**config.mk**
```make
export PLATFORM = sky130hd
export DESIGN_NAME = laser_dual_receiver_flat
export DESIGN_NICKNAME = d
export VERILOG_FILES = /design/src/rtl/laser_pkg.sv /design/src/rtl/laser_dual_receiver_if.sv /design/src/rtl/laser_lane_rx.sv /design/src/rtl/laser_dual_receiver.sv /design/src/flat_wrapper.sv
export SDC_FILE = /design/constraint.sdc
export NUM_CORES = 1
export LEC_CHECK = 0
export ABC_AREA = 1
export ABC_CLOCK_PERIOD_IN_PS = 4100
export CORE_MARGIN = 10
export CORE_UTILIZATION = 62
export DETAILED_ROUTE_END_ITERATION = 16
export PLACE_DENSITY_LB_ADDON = 0.25
export SLEW_MARGIN = 10
export SYNTH_ARGS = -nofsm -noshare
export SYNTH_HDL_FRONTEND = slang
export SYNTH_HIERARCHICAL = 1
export SYNTH_SLANG_ARGS = --single-unit
```
**constraint.sdc**
```tcl
create_clock -name clock -period 4.1 [get_ports clock]
set_input_delay 0.82 -clock clock [delete_from_list [all_inputs] [get_ports clock]]
set_output_delay 0.82 -clock clock [all_outputs]
set_load 0.03 [all_outputs]
```
**src/rtl/laser_pkg.sv**
```systemverilog
// Shared types and framing constants for the two-lane laser link receiver.
package laser_pkg;

  typedef enum logic [1:0] {
    IDLE,
    START,
    DATA,
    STOP
  } lane_state_t;

  localparam int   FRAME_DATA_BITS = 8;
  localparam logic LINE_IDLE       = 1'b1;
  localparam logic START_BIT       = 1'b0;
  localparam logic STOP_BIT        = 1'b1;

endpackage

```
**src/rtl/laser_dual_receiver_if.sv**
```systemverilog
// Bus between the photodiode pins, the receiver and the host-side packet buffer.
interface laser_dual_receiver_if;

  logic       laser1_in;
  logic       laser2_in;
  logic [7:0] data1_out;
  logic [7:0] data2_out;
  logic       data_valid;
  logic       frame_error;
  logic       skew_error;

  // Receiver side: consumes the photodiode lines, produces the paired bytes.
  modport master (
    input  laser1_in,
    input  laser2_in,
    output data1_out,
    output data2_out,
    output data_valid,
    output frame_error,
    output skew_error
  );

  // Environment side: drives the lines, consumes the pairs.
  modport slave (
    output laser1_in,
    output laser2_in,
    input  data1_out,
    input  data2_out,
    input  data_valid,
    input  frame_error,
    input  skew_error
  );

endinterface

```
**src/rtl/laser_lane_rx.sv**
```systemverilog
// One lane of the laser link: synchronizer, falling-edge detect, frame FSM,
// bit-period counter and LSB-first shift register.
module laser_lane_rx
  import laser_pkg::*;
#(
  parameter int CLKS_PER_BIT = 8,
  parameter int SYNC_STAGES  = 2
) (
  input  logic       clock,
  input  logic       reset,
  input  logic       line_in,
  output logic [7:0] byte_out,
  output logic       lane_done,
  output logic       lane_err
);

  localparam int CNT_W = $clog2(CLKS_PER_BIT);
  localparam int BIT_W = $clog2(FRAME_DATA_BITS);
  localparam logic [CNT_W-1:0] HALF_CNT = CNT_W'(CLKS_PER_BIT / 2 - 1);
  localparam logic [CNT_W-1:0] FULL_CNT = CNT_W'(CLKS_PER_BIT - 1);
  localparam logic [BIT_W-1:0] LAST_BIT = BIT_W'(FRAME_DATA_BITS - 1);

  logic [SYNC_STAGES-1:0] sync_q, sync_d;
  logic                   prev_q, prev_d;
  lane_state_t            state_q, state_d;
  logic [CNT_W-1:0]       cnt_q, cnt_d;
  logic [BIT_W-1:0]       bit_q, bit_d;
  logic [7:0]             shift_q, shift_d;
  logic                   done_q, done_d;
  logic                   err_q, err_d;
  logic                   synced;

  assign synced = sync_q[SYNC_STAGES-1];

  // Next-state logic for the synchronizer, edge detector and frame FSM.
  always_comb begin
    sync_d  = {sync_q[SYNC_STAGES-2:0], line_in};
    prev_d  = synced;
    state_d = state_q;
    cnt_d   = cnt_q + 1'b1;
    bit_d   = bit_q;
    shift_d = shift_q;
    done_d  = 1'b0;
    err_d   = 1'b0;
    case (state_q)
      IDLE: begin
        // Previous flop resets to 0, so a line must be seen high before it can start a frame.
        cnt_d = '0;
        if (prev_q && !synced) begin
          state_d = START;
        end
      end
      START: begin
        if (cnt_q == HALF_CNT) begin
          cnt_d = '0;
          bit_d = '0;
          // A start bit that is high again at mid-bit was a glitch.
          state_d = (synced == START_BIT) ? DATA : IDLE;
        end
      end
      DATA: begin
        if (cnt_q == FULL_CNT) begin
          cnt_d   = '0;
          shift_d = {synced, shift_q[7:1]};
          bit_d   = bit_q + 1'b1;
          if (bit_q == LAST_BIT) begin
            state_d = STOP;
          end
        end
      end
      STOP: begin
        if (cnt_q == FULL_CNT) begin
          cnt_d   = '0;
          done_d  = (synced == STOP_BIT);
          err_d   = (synced != STOP_BIT);
          state_d = IDLE;
        end
      end
      default: begin
        state_d = IDLE;
        cnt_d   = '0;
      end
    endcase
  end

  // Control state and registered pulses; reset aborts any frame in progress.
  always_ff @(posedge clock or posedge reset) begin
    if (reset) begin
      sync_q  <= '0;
      prev_q  <= 1'b0;
      state_q <= IDLE;
      cnt_q   <= '0;
      bit_q   <= '0;
      done_q  <= 1'b0;
      err_q   <= 1'b0;
    end else begin
      sync_q  <= sync_d;
      prev_q  <= prev_d;
      state_q <= state_d;
      cnt_q   <= cnt_d;
      bit_q   <= bit_d;
      done_q  <= done_d;
      err_q   <= err_d;
    end
  end

  // Data shift register; only meaningful when lane_done pulses.
  always_ff @(posedge clock) begin
    shift_q <= shift_d;
  end

  assign byte_out  = shift_q;
  assign lane_done = done_q;
  assign lane_err  = err_q;

endmodule

```
**src/rtl/laser_dual_receiver.sv**
```systemverilog
// Two-lane laser link receiver: per-lane deframing plus pairing of the two
// bytes, with skew timeout and frame-error handling.
module laser_dual_receiver
  import laser_pkg::*;
#(
  parameter int CLKS_PER_BIT = 8,
  parameter int SYNC_STAGES  = 2,
  parameter int SKEW_MAX     = 4
) (
  input  logic                  clock,
  input  logic                  reset,
  laser_dual_receiver_if.master bus
);

  localparam int SK_W = $clog2(SKEW_MAX + 1);
  localparam logic [SK_W-1:0] SKEW_LAST = SK_W'(SKEW_MAX - 1);

  logic [7:0]      byte1, byte2;
  logic            done1, done2, err1, err2;
  logic            pend1_q, pend1_d, pend2_q, pend2_d;
  logic [7:0]      hold1_q, hold1_d, hold2_q, hold2_d;
  logic [SK_W-1:0] skew_q, skew_d;
  logic [7:0]      data1_q, data1_d, data2_q, data2_d;
  logic            valid_q, valid_d, ferr_q, ferr_d, serr_q, serr_d;
  logic            have1, have2;

  laser_lane_rx #(.CLKS_PER_BIT(CLKS_PER_BIT), .SYNC_STAGES(SYNC_STAGES)) u_lane1 (
    .clock     (clock),
    .reset     (reset),
    .line_in   (bus.laser1_in),
    .byte_out  (byte1),
    .lane_done (done1),
    .lane_err  (err1)
  );

  laser_lane_rx #(.CLKS_PER_BIT(CLKS_PER_BIT), .SYNC_STAGES(SYNC_STAGES)) u_lane2 (
    .clock     (clock),
    .reset     (reset),
    .line_in   (bus.laser2_in),
    .byte_out  (byte2),
    .lane_done (done2),
    .lane_err  (err2)
  );

  assign have1 = pend1_q | done1;
  assign have2 = pend2_q | done2;

  // Pairing decision: errors first, then a complete pair, then skew timing.
  always_comb begin
    pend1_d = pend1_q;
    pend2_d = pend2_q;
    hold1_d = hold1_q;
    hold2_d = hold2_q;
    skew_d  = skew_q;
    data1_d = data1_q;
    data2_d = data2_q;
    valid_d = 1'b0;
    ferr_d  = 1'b0;
    serr_d  = 1'b0;
    if (err1 || err2) begin
      // Any bad stop bit drops the whole pair, including a byte already waiting.
      ferr_d  = 1'b1;
      pend1_d = 1'b0;
      pend2_d = 1'b0;
      skew_d  = '0;
    end else if (have1 && have2) begin
      // Bypass the hold registers so lanes finishing together pair immediately.
      valid_d = 1'b1;
      data1_d = done1 ? byte1 : hold1_q;
      data2_d = done2 ? byte2 : hold2_q;
      pend1_d = 1'b0;
      pend2_d = 1'b0;
      skew_d  = '0;
    end else if (have1 || have2) begin
      if (done1) begin
        pend1_d = 1'b1;
        hold1_d = byte1;
      end
      if (done2) begin
        pend2_d = 1'b1;
        hold2_d = byte2;
      end
      if (pend1_q || pend2_q) begin
        if (skew_q == SKEW_LAST) begin
          serr_d  = 1'b1;
          pend1_d = 1'b0;
          pend2_d = 1'b0;
          skew_d  = '0;
        end else begin
          skew_d = skew_q + 1'b1;
        end
      end else begin
        skew_d = '0;
      end
    end
  end

  // Pending flags, skew counter and registered outputs.
  always_ff @(posedge clock or posedge reset) begin
    if (reset) begin
      pend1_q <= 1'b0;
      pend2_q <= 1'b0;
      skew_q  <= '0;
      data1_q <= '0;
      data2_q <= '0;
      valid_q <= 1'b0;
      ferr_q  <= 1'b0;
      serr_q  <= 1'b0;
    end else begin
      pend1_q <= pend1_d;
      pend2_q <= pend2_d;
      skew_q  <= skew_d;
      data1_q <= data1_d;
      data2_q <= data2_d;
      valid_q <= valid_d;
      ferr_q  <= ferr_d;
      serr_q  <= serr_d;
    end
  end

  // Byte holding registers for a lane waiting on its partner.
  always_ff @(posedge clock) begin
    hold1_q <= hold1_d;
    hold2_q <= hold2_d;
  end

  assign bus.data1_out   = data1_q;
  assign bus.data2_out   = data2_q;
  assign bus.data_valid  = valid_q;
  assign bus.frame_error = ferr_q;
  assign bus.skew_error  = serr_q;

endmodule

```
**src/flat_wrapper.sv**
```systemverilog
// flat-port wrapper written by rule: the top's interface ports become plain ports
module laser_dual_receiver_flat import laser_pkg::*;
#(
  parameter int CLKS_PER_BIT = 8,
  parameter int SYNC_STAGES  = 2,
  parameter int SKEW_MAX     = 4
)
  (clock, reset, bus_laser1_in, bus_laser2_in, bus_data1_out, bus_data2_out, bus_data_valid, bus_frame_error, bus_skew_error);
  laser_dual_receiver_if bus_i ();
  input  logic clock;
  input  logic reset;
  input wire logic [$bits(bus_i.laser1_in)-1:0] bus_laser1_in;
  input wire logic [$bits(bus_i.laser2_in)-1:0] bus_laser2_in;
  output wire logic [$bits(bus_i.data1_out)-1:0] bus_data1_out;
  output wire logic [$bits(bus_i.data2_out)-1:0] bus_data2_out;
  output wire logic [$bits(bus_i.data_valid)-1:0] bus_data_valid;
  output wire logic [$bits(bus_i.frame_error)-1:0] bus_frame_error;
  output wire logic [$bits(bus_i.skew_error)-1:0] bus_skew_error;
  assign bus_i.laser1_in = bus_laser1_in;
  assign bus_i.laser2_in = bus_laser2_in;
  assign bus_data1_out = bus_i.data1_out;
  assign bus_data2_out = bus_i.data2_out;
  assign bus_data_valid = bus_i.data_valid;
  assign bus_frame_error = bus_i.frame_error;
  assign bus_skew_error = bus_i.skew_error;
  laser_dual_receiver #(.CLKS_PER_BIT(CLKS_PER_BIT), .SYNC_STAGES(SYNC_STAGES), .SKEW_MAX(SKEW_MAX)) u_core (.clock(clock), .reset(reset), .bus(bus_i));
endmodule
```
==> impl_metrics.tcl <==
set metrics [dict create \
    status "complete, no violations" \
    syn_area_mm2 0.00355 \
    cts_buffers 9 \
    gr-total-overflow 0 \
    min_path_type "flop to flop" \
    drive_above_1_share 0.139 \
    avgRoutedWirePerCell_um 13.2 \
    die_w_um 95.7 \
    tightest_slew_ns 0.965 \
    max_stage_delay_ns 0.69 \
    core_area_mm2 0.00554 \
    syn_nets 349 \
    drt_first_iter_violations 80 \
    globalplace.congestion 0.841 \
    cts_resized 0 \
    finalWirelength_um 5820 \
    fp.dieH_um 95.7 \
    p_sw_w 0.000455 \
    rows 27 \
    intPower_w 0.00129 \
    grt_start_max_net_pins 34 \
    synth.distinct_cells 24 \
    grt.total_usage 0.140 \
    synth_top_family_by_area "simple AND/OR/NAND/NOR gates" \
    fin_tns_setup_ns 0 \
    dp_hpwl_um 4130 \
    path_clk_slew_ns 0.08 \
    max-vdd-ir-drop_v 0.000330 \
    p_per_area_mw_per_mm2 435 \
    nets 378 \
    setup.worst_path.start_class "flop" \
    fmax_mhz 446 \
    synthMuxAreaShare 0 \
    cts_hold_buf 0 \
    cts_max_level 3 \
    worstSetupPathType "flop to output port" \
    timing.rr.end "u_core/hold2_q[0]" \
    synth_cells 334 \
    yosys_warnings 6 \
    ys_ff_latch 82 \
    final_antenna_net_count 0 \
    vias_per_cell 5.13 \
    die_area_mm2 0.00916 \
    drc_errors 0 \
    worstPathBufferInverterCount 1 \
    syn_avg_cell_area_um2 10.6 \
    worstHoldEndpoint "u_core/u_lane2/sync_q[1]" \
    critical_path_required_ns 3.28 \
    area_delta_synth_final_pct 13.0 \
    tritoncts "yes" \
    rr_startpoint "u_core/u_lane2/lane_done" \
    hold_viol 0 \
    fin_cells 440 \
    swShare 0.260 \
    cp-end-kind "output port" \
    cts_root_buf "clkbuf_8" \
    drv_slew 0 \
    pwr-share-comb 0.115 \
    vias 2255 \
    cts_buffer_depth 2 \
    cp.depth 1 \
    cts_setup_buffers 0 \
    yosysSeqAreaShare 0.623 \
    numClockSinks 82 \
    io_pins 23 \
    grt_setup_unrepaired "false" \
    synth_compound_area_frac 0.0493 \
    antenna_found_initial 0 \
    insertion_delay_ns 0.34 \
    min_period_ns 2.24 \
    path_cells "clkdlybuf4s50_1" \
    fin_crit_sh 0.547 \
    p_seq_frac 0.537 \
    hold_depth 0 \
    yosys.area_share.simple 0.217 \
    p_leak_nw 1.88 \
    min_from "u_core/u_lane2/sync_q[0]" \
    placedCellCount 424 \
    final_core_util 0.725 \
    cp_top_family "buffers and inverters" \
    slowest_stage "clkdlybuf4s50_1" \
    p_clk_frac 0.348 \
    drt_first_pass_iters 5 \
    io_buffers 22 \
    max-cap-violations 0 \
    reg2reg_depth 6 \
    grt_pass1_vias 2256 \
    synth-xor-area-share 0 \
    synth.top_cell.area_share 0.352 \
    setup_violations 0 \
    ys_top_cells_by_area "dfrtp_1 (35%), edfxtp_1 (27%), nand2_1 (10%), inv_1 (4.4%), o21ai_2 (3.9%)" \
    grt_pass1_wl_um 9980 \
    diodes 0 \
    yosysTopAreaCell "dfrtp_1" \
    initial_core_util 0.641 \
    worstPathMaxFanout 2 \
    maxSlewHeadroom 0.356 \
    synth_fa_ha_area_frac 0.0387 \
    crit_arrival_ns 1.42 \
    r2r_slack_ns 1.97 \
    finClkSkew_ns 0.00740 \
]
==> area by class of cell <==
| class | count | area [um2] |
|---|---|---|
| clock inverter | 6 | 81.3 |
| fill | 382 | 1530 |
| tap | 72 | 90.1 |
| multi-input combinational | 197 | 1080 |
| timing repair buffer | 23 | 228 |
| sequential | 82 | 2210 |
| inverter | 50 | 193 |
| clock buffer | 10 | 128 |
==> layer usage <==
layer / up-vias / wire, um / GRT usage / part of all wire
li1: 1116 / - / - / -
met5: - / 0 / 0 / 0
met1: 1072 / 2540 / 0.164 / 0.44
met2: 51 / 2830 / 0.234 / 0.49
met4: 0 / 168 / 0.0848 / 0.029
met3: 16 / 277 / 0.0288 / 0.048
==> sequential cells by signal, summed over array words and instances (netlist names), 2 cells and up, named ones only <==
register,count
u_core/u_lane2/cnt_q,3
u_core/skew_q,3
u_core/bus.data1_out,8
u_core/u_lane1/sync_q,2
u_core/u_lane1/cnt_q,3
u_core/u_lane2/bit_q,3
u_core/u_lane2/byte_out,8
u_core/bus.data2_out,8
u_core/hold2_q,8
u_core/u_lane1/bit_q,3
u_core/u_lane1/byte_out,8
u_core/hold1_q,8
u_core/u_lane2/sync_q,2
==> power by group through the flow <==
stage | combinational [W] | clock, W | sequential [W]
after floorplan | 0.000164 | 0 | 0.000945
after global placement | 0.000195 | 0 | 0.000952
after detailed placement | 0.000202 | 0 | 0.000955
after CTS | 0.000204 | 0.000624 | 0.000937
after global routing | 0.000244 | 0.000650 | 0.000944
final | 0.000201 | 0.000609 | 0.000938
==> cell usage after synthesis <==
cell type  number
nand2_1        96
dfrtp_1        50
inv_1          42
edfxtp_1       32
nand3_1        17
and2_1         16
o21ai_2        16
nor2_1         15
ha_1           11
inv_2           7
o21ai_0         6
buf_6           4
nor3_1          4
nand2_2         3
nand4_1         3
nor3_2          3
nor2_2          2
a21oi_1         1
buf_12          1
inv_6           1
nand2_8         1
nand3_4         1
nor2_4          1
nor2_8          1
==> cells in the final DEF (no fill, tap or decap), types with 2 or more instances in the layout <==
| master | instances |
|---|---|
| o21ai_2 | 16 |
| edfxtp_1 | 32 |
| nor3_1 | 4 |
| nor2_1 | 15 |
| and2_1 | 16 |
| inv_2 | 7 |
| clkbuf_8 | 9 |
| bufinv_16 | 2 |
| nand3_1 | 17 |
| inv_1 | 42 |
| nor3_2 | 3 |
| dfrtp_1 | 50 |
| nand4_1 | 3 |
| nand2_2 | 3 |
| clkinv_2 | 2 |
| o21ai_0 | 6 |
| nand2_1 | 96 |
| ha_1 | 11 |
| clkdlybuf4s50_1 | 22 |
| nor2_2 | 2 |
==> cell families after synthesis <==
kind of cell / count (synthesis)
fa+ha+maj: 11
simple gates: 163
buf+inv: 55
compound gates: 23
flops: 82
==> per-stage QoR <==
step                total power, W  setup WS, ns  hold slack [ns]  instance area, um2
finish                     0.00175          1.86            0.350                4020
global route               0.00184          1.80            0.372                4020
CTS                        0.00177          1.83            0.352                4020
detailed placement         0.00116          1.95            0.335                3810
global placement           0.00115          2.03            0.333                3810
floorplan                  0.00111          2.16            0.331                3550
==> worst max path at each step <==
stage,endpoint,slack [ns],start
floorplan,u_core/hold1_q[0],2.16,u_core/u_lane2/lane_done
global placement,u_core/bus.data1_out[3],2.03,reset
detailed placement,u_core/bus.data1_out[0],1.95,reset
CTS,bus_data1_out[3],1.83,u_core/bus.data1_out[3]
global route,u_core/hold2_q[1],1.80,u_core/u_lane2/lane_done
finish,bus_data1_out[3],1.86,u_core/bus.data1_out[3]
Power figures use the tool's default switching activity.
